--- src/rtl/dump_seq.sv ---
// Channel-dump sequencer: walks one channel RAM queue circularly from the
// capture start address and streams every sample to the UART wrapper, one
// byte per send_resp/resp_sent handshake.
module dump_seq #(
  parameter int unsigned ENTRIES = 384,
  parameter int unsigned LOG2    = 9
) (
  input  logic            clk,
  input  logic            clr_cmd_rdy,
  input  logic            start,
  input  logic [2:0]      ch_sel,
  input  logic [LOG2-1:0] start_addr,
  input  logic [7:0]      rdataCH1,
  input  logic [7:0]      rdataCH2,
  input  logic [7:0]      rdataCH3,
  input  logic [7:0]      rdataCH4,
  input  logic [7:0]      rdataCH5,
  input  logic            resp_sent,
  output logic [LOG2-1:0] raddr,
  output logic [7:0]      resp,
  output logic            send_resp,
  output logic            busy,
  output logic            done,
  output logic            err
);

  localparam logic [2:0] StIdle = 3'd0;
  localparam logic [2:0] StRd   = 3'd1;
  localparam logic [2:0] StCap  = 3'd2;
  localparam logic [2:0] StSend = 3'd3;
  localparam logic [2:0] StWait = 3'd4;
  localparam logic [2:0] StDone = 3'd5;

  // Highest legal address; both the sample counter and the address wrap here.
  localparam logic [LOG2-1:0] LastIdx = LOG2'(ENTRIES - 1);

  logic [2:0]      state_q, state_d;
  logic [2:0]      ch_q, ch_d;
  logic [LOG2-1:0] raddr_q, raddr_d;
  logic [LOG2-1:0] cnt_q, cnt_d;
  logic [7:0]      resp_q, resp_d;
  logic            err_q, err_d;
  logic [7:0]      rdata_sel;
  logic            req_ok;

  assign req_ok = (ch_sel != 3'd0) && (ch_sel <= 3'd5) && (start_addr <= LastIdx);

  // Select the read data of the channel latched at start.
  always_comb begin
    rdata_sel = 8'h00;
    case (ch_q)
      3'd1:    rdata_sel = rdataCH1;
      3'd2:    rdata_sel = rdataCH2;
      3'd3:    rdata_sel = rdataCH3;
      3'd4:    rdata_sel = rdataCH4;
      3'd5:    rdata_sel = rdataCH5;
      default: rdata_sel = 8'h00;
    endcase
  end

  // Next-state logic for the sequencer and its datapath registers.
  always_comb begin
    state_d = state_q;
    ch_d    = ch_q;
    raddr_d = raddr_q;
    cnt_d   = cnt_q;
    resp_d  = resp_q;
    err_d   = 1'b0;
    case (state_q)
      StIdle: begin
        if (start) begin
          if (req_ok) begin
            ch_d    = ch_sel;
            raddr_d = start_addr;
            cnt_d   = '0;
            state_d = StRd;
          end else begin
            err_d = 1'b1;
          end
        end
      end
      // RAM registers raddr on the edge leaving this state.
      StRd:   state_d = StCap;
      StCap: begin
        resp_d  = rdata_sel;
        state_d = StSend;
      end
      StSend: state_d = StWait;
      StWait: begin
        if (resp_sent) begin
          if (cnt_q == LastIdx) begin
            state_d = StDone;
          end else begin
            cnt_d   = cnt_q + 1'b1;
            raddr_d = (raddr_q == LastIdx) ? '0 : raddr_q + 1'b1;
            state_d = StRd;
          end
        end
      end
      StDone:  state_d = StIdle;
      default: state_d = StIdle;
    endcase
  end

  // State and datapath registers; clr_cmd_rdy clears everything at once.
  always_ff @(posedge clk or posedge clr_cmd_rdy) begin
    if (clr_cmd_rdy) begin
      state_q <= StIdle;
      ch_q    <= 3'd0;
      raddr_q <= '0;
      cnt_q   <= '0;
      resp_q  <= 8'h00;
      err_q   <= 1'b0;
    end else begin
      state_q <= state_d;
      ch_q    <= ch_d;
      raddr_q <= raddr_d;
      cnt_q   <= cnt_d;
      resp_q  <= resp_d;
      err_q   <= err_d;
    end
  end

  // Strobes decode from the state register only, so no input reaches an output.
  assign raddr     = raddr_q;
  assign resp      = resp_q;
  assign send_resp = (state_q == StSend);
  assign busy      = (state_q != StIdle);
  assign done      = (state_q == StDone);
  assign err       = err_q;

endmodule

--- config.mk ---
export PLATFORM = sky130hd
export DESIGN_NAME = dump_seq
export DESIGN_NICKNAME = d
export VERILOG_FILES = /design/src/rtl/dump_seq.sv
export SDC_FILE = /design/constraint.sdc
export NUM_CORES = 1
export LEC_CHECK = 0
export BUFFER_PORTS_ARGS = -buffer_cell sky130_fd_sc_hd__buf_2
export CAP_MARGIN = 20
export CORE_MARGIN = 8
export CORE_UTILIZATION = 50
export CTS_CLUSTER_DIAMETER = 200
export DETAILED_ROUTE_END_ITERATION = 8
export GPL_TIMING_DRIVEN = 0
export PLACE_DENSITY = 0.88
export SLEW_MARGIN = 10
export SYNTH_ARGS = -nofsm -noshare
export SYNTH_HDL_FRONTEND = slang
export SYNTH_SLANG_ARGS = --single-unit
--- constraint.sdc ---
create_clock -name clk -period 2.1 [get_ports clk]
set_input_delay 0 -clock clk [delete_from_list [all_inputs] [get_ports clk]]
set_output_delay 0 -clock clk [all_outputs]
set_load 0.005 [all_outputs]
==> impl_metrics.csv, run 1 <==
group,metric,value,unit
synthesis,synthFlopType,"dfrtp_1",
power,power.leakage,1.265,nW
synthesis,synth.avg_cell_area,9.687,um2
grt,grt_pass1_vias,2153,
grt,antenna_found_initial,0,
sta,slew_headroom,0.4813,
sta,finalCritPeriodShare,0.9185,
sta,fin_crit,1.929,ns
synthesis,synth_warnings,0,
synthesis,synth_edf_count,0,
synthesis,synth_seq_area_share,0.3929,
detailed_routing,wl_per_cell,16.86,um
floorplan,dieArea,6535,um2
sta,worstMarginPinSlew,0.7781,ns
floorplan,io_pins,77,
synthesis,syn-num-nets,275,
clock_tree,htreeDepth,2,
detailed_routing,wl,6020,um
grt,grt_first_pass_wirelength,9701,um
clock_tree,cts-root-buf,"clkbuf_8",
clock_tree,cts_tree,"yes",
power,ir_drop,0.5303,mV
sta,hold_ws,0.01178,ns
synthesis,synth_area_leaders,"dfrtp_1 (39%), o211ai_1 (4.6%), mux2i_1 (4.3%)",
finish,n_antenna_cell,0,
floorplan,num_rows,23,
worst_setup_path,crit_required,2.28,ns
finish,drive_above_1_share,0.3322,
place,io_buffers,76,
sta,finalSetupTns,0,ns
detailed_routing,drt_iter0_markers,99,
finish,fillers,340,
min_path,hold_class,"input port to flop",
job,maxCapViolations,0,
worst_setup_path,endpoint_kind,"flop",
finish,nets,364,
sta,clock.fmax,0.5184,GHz
clock_tree,cts_made_buffers,5,
grt,gr-usage-all-layers,0.1836,
sta,hold_viol_final,0,
floorplan,die_w,80.84,um
floorplan,core,4029,um2
clock_tree,cts_setup_buffers,0,
worst_setup_path,critical_path.max_fanout,7,
finish,area_delta_synth_final,28.57,%
worst_setup_path,path_class,"flop to flop",
synthesis,netlist_area,2102,um2
sta,setup_viol_count_final,0,
synthesis,synth.largest_area_cell,"dfrtp_1",
grt,grt_max_degree,34,
place,gp_congestion,0.8621,
detailed_routing,drt-pass1-iter-count,4,
grt,grt_overflow,0,
synthesis,synth_top_cell_area_share,0.3929,
synthesis,synthArstFlopShare,1.000,
detailed_routing,avgViaCountPerCell,5.938,
synthesis,ys_seq_elements,33,
detailed_routing,num_vias,2120,
sta,rsz0062_at_grt,"false",
floorplan,start_util,0.5217,
sta,drv_slew,0,
clock_tree,cts.sinks,33,
synthesis,synth_cells,217,
detailed_routing,antenna_left,0,
clock_tree,clockBufferDepth,2,
outcome,status,"complete, no violations",
detailed_routing,post-route-drc-count,0,
clock_tree,clk_latency,0.30,ns
synthesis,ys_types,54,
power,power.density,1241,nW/um2
place,place_hpwl,4528,um
sta,fin_skew,0.009653,ns
floorplan,die_y,80.84,um
clock_tree,clk_pin_slew,0.07,ns
worst_setup_path,cp.arrival,2.11,ns
worst_setup_path,startpoint_type,"flop",
-- registers in the layout, summed over array words and instances (netlist names) --
name,cells
ch_q,3
cnt_q,9
err,1
raddr,9
resp,8
state_q,3
-- what timing repair did --
| action | 4_1_cts | 5_1_grt |
|---|---|---|
| endpoints found under the setup margin | 0 | 3 |
| hold buffers | 6 | 0 |
| hold endpoints to repair | 38 | 0 |
| resized for setup | 0 | 1 |
-- placed cells by master (no fill, tap or decap), drive strengths merged, types with 2 or more instances in the layout --
master | netlist | routed
a21boi | 2 | 2
a21o | 3 | 3
a21oi | 5 | 5
a221o | 8 | 8
a22o | 3 | 3
a22oi | 3 | 3
a32o | 8 | 8
and2 | 2 | 2
and3 | 2 | 2
buf | 10 | 86
clkbuf | 8 | 13
clkinv | 0 | 2
dfrtp | 33 | 33
dlygate4sd3 | 0 | 6
ha | 2 | 2
inv | 6 | 6
mux2 | 4 | 4
mux2i | 9 | 9
nand2 | 20 | 20
nand3 | 14 | 14
nand3b | 2 | 2
nand4 | 4 | 4
nor2 | 7 | 7
nor2b | 3 | 3
nor3 | 5 | 5
nor3b | 2 | 2
o211ai | 14 | 14
o21ai | 7 | 7
o22ai | 4 | 4
o2bb2ai | 6 | 6
or3 | 2 | 2
or3b | 3 | 3
-- per-stage QoR --
| stage | instances | power [mW] | setup slack (ns) | utilization | area (um2) |
|---|---|---|---|---|---|
| 2_1_floorplan | 217 | 2.318 | 0.3441 | - | 2102 |
| 3_3_place_gp | 343 | 2.799 | 0.1041 | 0.6317 | 2545 |
| 3_5_place_dp | 343 | 2.863 | 0.08838 | 0.6317 | 2545 |
| 4_1_cts | 357 | 3.348 | 0.07937 | 0.6680 | 2691 |
| 5_1_grt | 357 | 3.608 | 0.02733 | 0.6708 | 2703 |
| 6_report | 357 | 3.355 | 0.1711 | 0.6708 | 2703 |
-- worst paths after layout --
path | end | depth (start not counted) | startpoint | slack [ns]
max in group asynchronous | cnt_q[4]$_DFFE_PP0P_ | 3 | clr_cmd_rdy | 1.28
max reg2reg | raddr[0]$_DFFE_PP0P_ | 5 | raddr[0]$_DFFE_PP0P_ | 0.17
min in group asynchronous | resp[2]$_DFFE_PP0P_ | 3 | clr_cmd_rdy | 0.37
min | raddr[5]$_DFFE_PP0P_ | 3 | start_addr[5] | 0.01
max | raddr[0]$_DFFE_PP0P_ | 5 | raddr[0]$_DFFE_PP0P_ | 0.17
min reg2reg | resp[1]$_DFFE_PP0P_ | 1 | resp[1]$_DFFE_PP0P_ | 0.50
-- layout make-up --
type / count / area [um2] / share of cell area
multi-input combinational: 160 / 1174 / 0.4343
sequential: 33 / 825.8 / 0.3056
timing repair buffer: 82 / 440.4 / 0.1630
buffer: 18 / 91.34 / 0.03380
clock buffer: 5 / 68.82 / 0.02546
tap: 50 / 62.56 / 0.02315
inverter: 6 / 22.52 / 0.008333
clock inverter: 3 / 17.52 / 0.006481
-- worst max-delay path, stage by stage (launching register included) --
cell	delay, ns
dfrtp_1	0.45
ha_1	0.27
nand4_1	0.22
o41ai_4	0.48
o21ai_0	0.13
mux2_2	0.27
-- power breakdown --
group          internal, mW  switching [mW]  leakage, nW
registers             0.887           0.253        0.423
logic                 0.819           0.924        0.798
clock network         0.228           0.243       0.0439
-- synthesized netlist by cell type (2+ instances only) --
| cell | number |
|---|---|
| a21oi_1 | 5 |
| mux2_2 | 4 |
| a22o_1 | 3 |
| clkbuf_1 | 8 |
| o2bb2ai_1 | 6 |
| and3_1 | 2 |
| or3b_1 | 2 |
| buf_1 | 3 |
| o22ai_1 | 4 |
| a221o_1 | 8 |
| nor3_1 | 5 |
| nand3_1 | 14 |
| a32o_1 | 8 |
| nand3b_1 | 2 |
| a21o_1 | 3 |
| or3_1 | 2 |
| nor2b_1 | 3 |
| buf_6 | 2 |
| a22oi_1 | 3 |
| dfrtp_1 | 33 |
| nand2_1 | 20 |
| inv_1 | 6 |
| nor2_1 | 7 |
| o21ai_0 | 5 |
| o211ai_1 | 13 |
| a21boi_0 | 2 |
| ha_1 | 2 |
| buf_2 | 4 |
| nand4_1 | 4 |
| o21ai_1 | 2 |
| mux2i_1 | 9 |
-- logic make-up (layout without fill, tap and decap cells) --
kind of cell               count (synthesis)  in the layout  share of synthesized area
and+or+nand+nor                           72             72                     0.1887
adders and majority gates                  2              2                    0.01190
buffers and inverters                     24            114                    0.05417
AOI/OAI and AO/OA                         72             72                     0.2839
muxes                                     13             13                    0.06429
DFF                                       33             33                     0.3929
xor gates and xnor gates                   1              1                   0.004167
-- metal layers --
layer | GRT usage | up-vias | wire, um
met5 | 0 | - | 0
met4 | 0.06964 | 0 | 85
met3 | 0.05960 | 8 | 701
met2 | 0.3087 | 97 | 2784
met1 | 0.2131 | 993 | 2449
li1 | - | 1022 | -
Note: power is estimated with default switching activity, not from simulation.
==> run 2: changes to the inputs <==
CORE_UTILIZATION = 53   (was 50)
PLACE_DENSITY = 0.92   (was 0.88)
clock period = 2.3 ns   (was 2.1 ns; I/O delays follow)
==> impl_metrics.csv, run 2 (synthesis gave the netlist of run 1 again) <==
group,metric,value,unit
clock_tree,htreeDepth,2,
worst_setup_path,crit_required,2.48,ns
worst_setup_path,slowest_delay,0.61,ns
detailed_routing,avgViaCountPerCell,6.096,
min_path,hold_class,"input port to flop",
sta,rsz0062_at_grt,"false",
grt,grt_pass1_vias,2233,
sta,worstMarginPinSlew,0.7355,ns
sta,slew_headroom,0.5097,
place,post_dp_cell_area,2545,um2
worst_setup_path,r2r_end,"raddr[2]$_DFFE_PP0P_",
worst_setup_path,crit_slowest_cell,"o41ai_2",
job,maxCapViolations,0,
detailed_routing,wl_per_cell,17.78,um
clock_tree,cts-root-buf,"clkbuf_8",
floorplan,io_pins,77,
clock_tree,cts_made_buffers,5,
sta,finalSetupTns,0,ns
clock_tree,cts.sinks,33,
grt,antenna_found_initial,0,
finish,final_core_util,0.6877,
finish,n_antenna_cell,0,
grt,gr-usage-all-layers,0.1969,
detailed_routing,num_vias,2170,
outcome,status,"complete, no violations",
place,place_hpwl,4728,um
worst_setup_path,timing.rr.start,"raddr[1]$_DFFE_PP0P_",
detailed_routing,antenna_left,0,
grt,grt_first_pass_wirelength,10040,um
power,power.leakage,1.263,nW
sta,finalCritPeriodShare,0.8934,
detailed_routing,drt-pass1-iter-count,4,
sta,clock.fmax,0.4867,GHz
min_path,min_to,"raddr[5]$_DFFE_PP0P_",
sta,drv_slew,0,
floorplan,die_y,78.98,um
worst_setup_path,cp.arrival,2.23,ns
clock_tree,clk_latency,0.29,ns
finish,layout_common_cells,"buf_2 (80), dfrtp_1 (33), nand2_1 (20), nand3_1 (14), o211ai_1 (13)",
floorplan,core,3914,um2
finish,area_delta_synth_final,28.04,%
worst_setup_path,startpoint_type,"flop",
clock_tree,cts_hold_buffers,6,
place,gp_congestion,0.9006,
worst_setup_path,endpoint_kind,"flop",
grt,grt_overflow,0,
worst_setup_path,reg2reg_depth,5,
floorplan,die_w,78.98,um
floorplan,dieArea,6237,um2
worst_setup_path,critical_path.max_fanout,6,
clock_tree,cts_tree,"yes",
worst_setup_path,regToRegSetupSlack,0.25,ns
place,io_buffers,76,
worst_setup_path,path_cells,"ha_1, nand4_1, o41ai_2, o21ai_0, a22o_1",
finish,instances_no_fill,356,
clock_tree,clk_pin_slew,0.06,ns
sta,hold_ws,0.006655,ns
finish,nets,364,
min_path,whs_path_depth,3,
floorplan,start_util,0.5371,
detailed_routing,post-route-drc-count,0,
power,power.density,1144,nW/um2
clock_tree,clockBufferDepth,2,
power,ir_drop,0.6780,mV
detailed_routing,drt_iter0_markers,102,
detailed_routing,wl,6330,um
min_path,worstHoldStart,"start_addr[5]",
clock_tree,cts_setup_buffers,0,
place,dp.cells,343,
clock_tree,cts_resized,0,
sta,fin_skew,0.004306,ns
grt,grt_max_degree,34,
sta,setup_viol_count_final,0,
floorplan,num_rows,23,
sta,hold_viol_final,0,
worst_setup_path,path_class,"flop to flop",
finish,final_cell_area,2691,um2
finish,drive_above_1_share,0.3268,
finish,layout_commonest_cell,"buf_2",
sta,fin_crit,2.055,ns
## run 2: changes by cell type in the layout (fill, tap and decap cells not counted)
cell / before / now
o41ai_4: 1 / 0
clkinvlp_4: 1 / 0
clkbuf_8: 5 / 6
o41ai_2: 0 / 1
clkbuf_1: 8 / 9
clkinv_2: 2 / 0
## run 2: final cells by class
class / instances / area (um2)
fillers: 330 / 1222
multi-input cells: 160 / 1162
flip-flops and latches: 33 / 825.8
repair buffers: 82 / 440.4
plain buffers: 18 / 91.34
clock buffers: 7 / 86.33
well taps: 50 / 62.56
inverters: 6 / 22.52
## run 2: per-layer routing
metal / global-route usage / up-vias / wire length (um)
met1: 0.2113 / 1033 / 2596
met4: 0.05926 / 0 / 73
met5: 0 / - / 0
li1: - / 1023 / -
met2: 0.3541 / 107 / 3100
met3: 0.06772 / 7 / 560
## run 2: critical path: cells and delay by family (launching register included)
| kind | cells | cell delay, ns |
|---|---|---|
| AO/OA/AOI/OAI | 3 | 1.05 |
| flip-flops | 1 | 0.44 |
| adder cells (fa/ha/maj) | 1 | 0.28 |
| AND/OR/NAND/NOR | 1 | 0.18 |
## run 2: worst max path at each step
stage | endpoint | start
after floorplan | raddr[2]$_DFFE_PP0P_ | raddr[0]$_DFFE_PP0P_
after global placement | raddr[2]$_DFFE_PP0P_ | raddr[1]$_DFFE_PP0P_
after detailed placement | raddr[2]$_DFFE_PP0P_ | raddr[1]$_DFFE_PP0P_
after CTS | raddr[2]$_DFFE_PP0P_ | raddr[0]$_DFFE_PP0P_
after global routing | raddr[2]$_DFFE_PP0P_ | raddr[1]$_DFFE_PP0P_
final | raddr[2]$_DFFE_PP0P_ | raddr[1]$_DFFE_PP0P_
## run 2: power breakdown
group	leakage, nW	switching [mW]	internal [mW]
combinational	0.796	0.859	0.745
sequential	0.423	0.223	0.810
clock	0.0443	0.205	0.237
## run 2: through the flow
stage	power, mW	worst slack [ns]
floorplan	2.116	0.5441
global placement	2.554	0.3263
detailed placement	2.618	0.3029
CTS	3.078	0.2897
global route	3.292	0.1282
finish	3.079	0.2452
==> run 3: changes to the inputs <==
CORE_UTILIZATION = 50   (was 53)
PLACE_DENSITY = 0.88   (was 0.92)
clock period = 2.2 ns   (was 2.3 ns; I/O delays follow)
==> impl_metrics.csv, run 3 (synthesis gave the netlist of run 1 again) <==
group,metric,value,unit
outcome,status,"complete, no violations",
detailed_routing,antenna_left,0,
clock_tree,cts-root-buf,"clkbuf_8",
grt,gr-usage-all-layers,0.1836,
detailed_routing,num_vias,2117,
detailed_routing,wl_per_cell,16.72,um
floorplan,die_w,80.84,um
worst_setup_path,endpoint_kind,"flop",
power,power_switching,1.337,mW
finish,drive_above_1_share,0.3322,
detailed_routing,post-route-drc-count,0,
grt,grt_max_degree,34,
place,gp_congestion,0.8621,
floorplan,io_pins,77,
floorplan,start_util,0.5217,
clock_tree,cts.sinks,33,
sta,setup_viol_count_final,0,
power,internal-power,1.842,mW
sta,clock.fmax,0.4887,GHz
sta,slew_headroom,0.4853,
finish,layout_common_cells,"buf_2 (80), dfrtp_1 (33), nand2_1 (20), nand3_1 (14), o211ai_1 (13)",
worst_setup_path,cp.arrival,2.23,ns
detailed_routing,drt-pass1-iter-count,4,
clock_tree,clk_latency,0.29,ns
worst_setup_path,crit_required,2.38,ns
detailed_routing,avgViaCountPerCell,5.930,
clock_tree,cts_made_buffers,5,
worst_setup_path,startpoint_type,"flop",
finish,nets,364,
worst_setup_path,critical_path.max_fanout,7,
detailed_routing,drt_iter0_markers,97,
clock_tree,htreeDepth,2,
place,place_hpwl,4528,um
clock_tree,clockBufferDepth,2,
finish,area_delta_synth_final,28.04,%
floorplan,num_rows,23,
sta,drv_slew,0,
finish,final_core_util,0.6680,
power,seq_power_share,0.341,
power,clock_power_share,0.141,
sta,finalSetupTns,0,ns
sta,hold_viol_final,0,
grt,grt_first_pass_wirelength,9701,um
finish,layout_commonest_cell,"buf_2",
grt,grt_pass1_vias,2153,
finish,n_antenna_cell,0,
sta,fin_skew,0.009039,ns
clock_tree,cts_setup_buffers,0,
grt,use_met2,0.3087,
grt,busiest_layer,"met2",
clock_tree,cts_tree,"yes",
place,io_buffers,76,
power,swShare,0.4206,
power,ir_drop,0.4898,mV
sta,fin_crit,2.046,ns
power,power.density,1182,nW/um2
clock_tree,clk_pin_slew,0.07,ns
min_path,hold_class,"input port to flop",
sta,rsz0062_at_grt,"false",
sta,finalCritPeriodShare,0.9302,
grt,use_met1,0.2131,
grt,antenna_found_initial,0,
power,power_frac_comb,0.518,
floorplan,dieArea,6535,um2
job,maxCapViolations,0,
floorplan,core,4029,um2
grt,grt_overflow,0,
sta,worstMarginPinSlew,0.7720,ns
grt,use_met3,0.05960,
floorplan,die_y,80.84,um
worst_setup_path,path_class,"flop to flop",
clock_tree,cts_resized,0,
power,power.leakage,1.263,nW
detailed_routing,wl,5968,um
==> run 3: cell types whose count changed in the layout (fill, tap and decap cells not counted) <==
cell,before,now
clkbuf_8,6,5
clkinvlp_4,0,1
clkinv_2,0,2
clkbuf_1,9,8
==> run 3: what timing repair did <==
| action | 4_1_cts | 5_1_grt |
|---|---|---|
| hold endpoints to repair | 38 | 0 |
| hold buffers | 6 | 0 |
| setup endpoints to repair | 0 | 0 |
==> run 3: path summary, 6_finish.rpt <==
path                                      start                      to  slack, ns  cells past startpoint
max                        raddr[0]$_DFFE_PP0P_    raddr[3]$_DFFE_PP0P_       0.15                      5
min                               start_addr[5]    raddr[5]$_DFFE_PP0P_      0.009                      3
max reg2reg                raddr[0]$_DFFE_PP0P_    raddr[3]$_DFFE_PP0P_       0.15                      5
min reg2reg                 resp[1]$_DFFE_PP0P_     resp[1]$_DFFE_PP0P_       0.49                      1
max in group asynchronous           clr_cmd_rdy  state_q[1]$_DFFE_PP0P_       1.37                      3
min in group asynchronous           clr_cmd_rdy     resp[2]$_DFFE_PP0P_       0.38                      3
==> run 3: final cells by class <==
cell class                      instances  area, um2
Multi-Input combinational cell        160       1162
Sequential cell                        33      825.8
Fill cell                             338       1338
Buffer                                 18      91.34
Clock inverter                          3      17.52
Inverter                                6      22.52
Tap cell                               50      62.56
Clock buffer                            5      68.82
Timing Repair Buffer                   82      440.4
==> run 3: power groups by stage <==
stage          sequential (mW)  clock (mW)  combinational [mW]
2_1_floorplan             1.05           0                1.16
3_3_place_gp              1.07           0                1.61
3_5_place_dp              1.09           0                1.65
4_1_cts                   1.08       0.460                1.66
5_1_grt                   1.12       0.490                1.82
6_report                  1.08       0.447                1.65
==> run 3: stage by stage <==
step | instances | worst slack, ns | total power [mW] | area [um2] | hold WS (ns)
2_1_floorplan | 217 | 0.4441 | 2.212 | 2102 | 0.1102
3_3_place_gp | 343 | 0.2041 | 2.672 | 2545 | 0.2429
3_5_place_dp | 343 | 0.1884 | 2.733 | 2545 | 0.1595
4_1_cts | 357 | 0.1794 | 3.195 | 2691 | 0.009420
5_1_grt | 357 | 0.02847 | 3.428 | 2691 | 0.02986
6_report | 357 | 0.1536 | 3.180 | 2691 | 0.009006
==> run 3: worst max-delay path: stages (launching register included) <==
cell and delay [ns]:
dfrtp_1 0.45, ha_1 0.28, nand4_1 0.18, o41ai_2 0.60, o31ai_1 0.18, a22o_1 0.25
==> run 3: metal layers <==
layer,vias up,share of wire,wire length (um)
met4,0,0.016,93
met3,10,0.12,703
met5,-,0,0
li1,1021,-,-
met1,986,0.40,2388
met2,100,0.47,2783
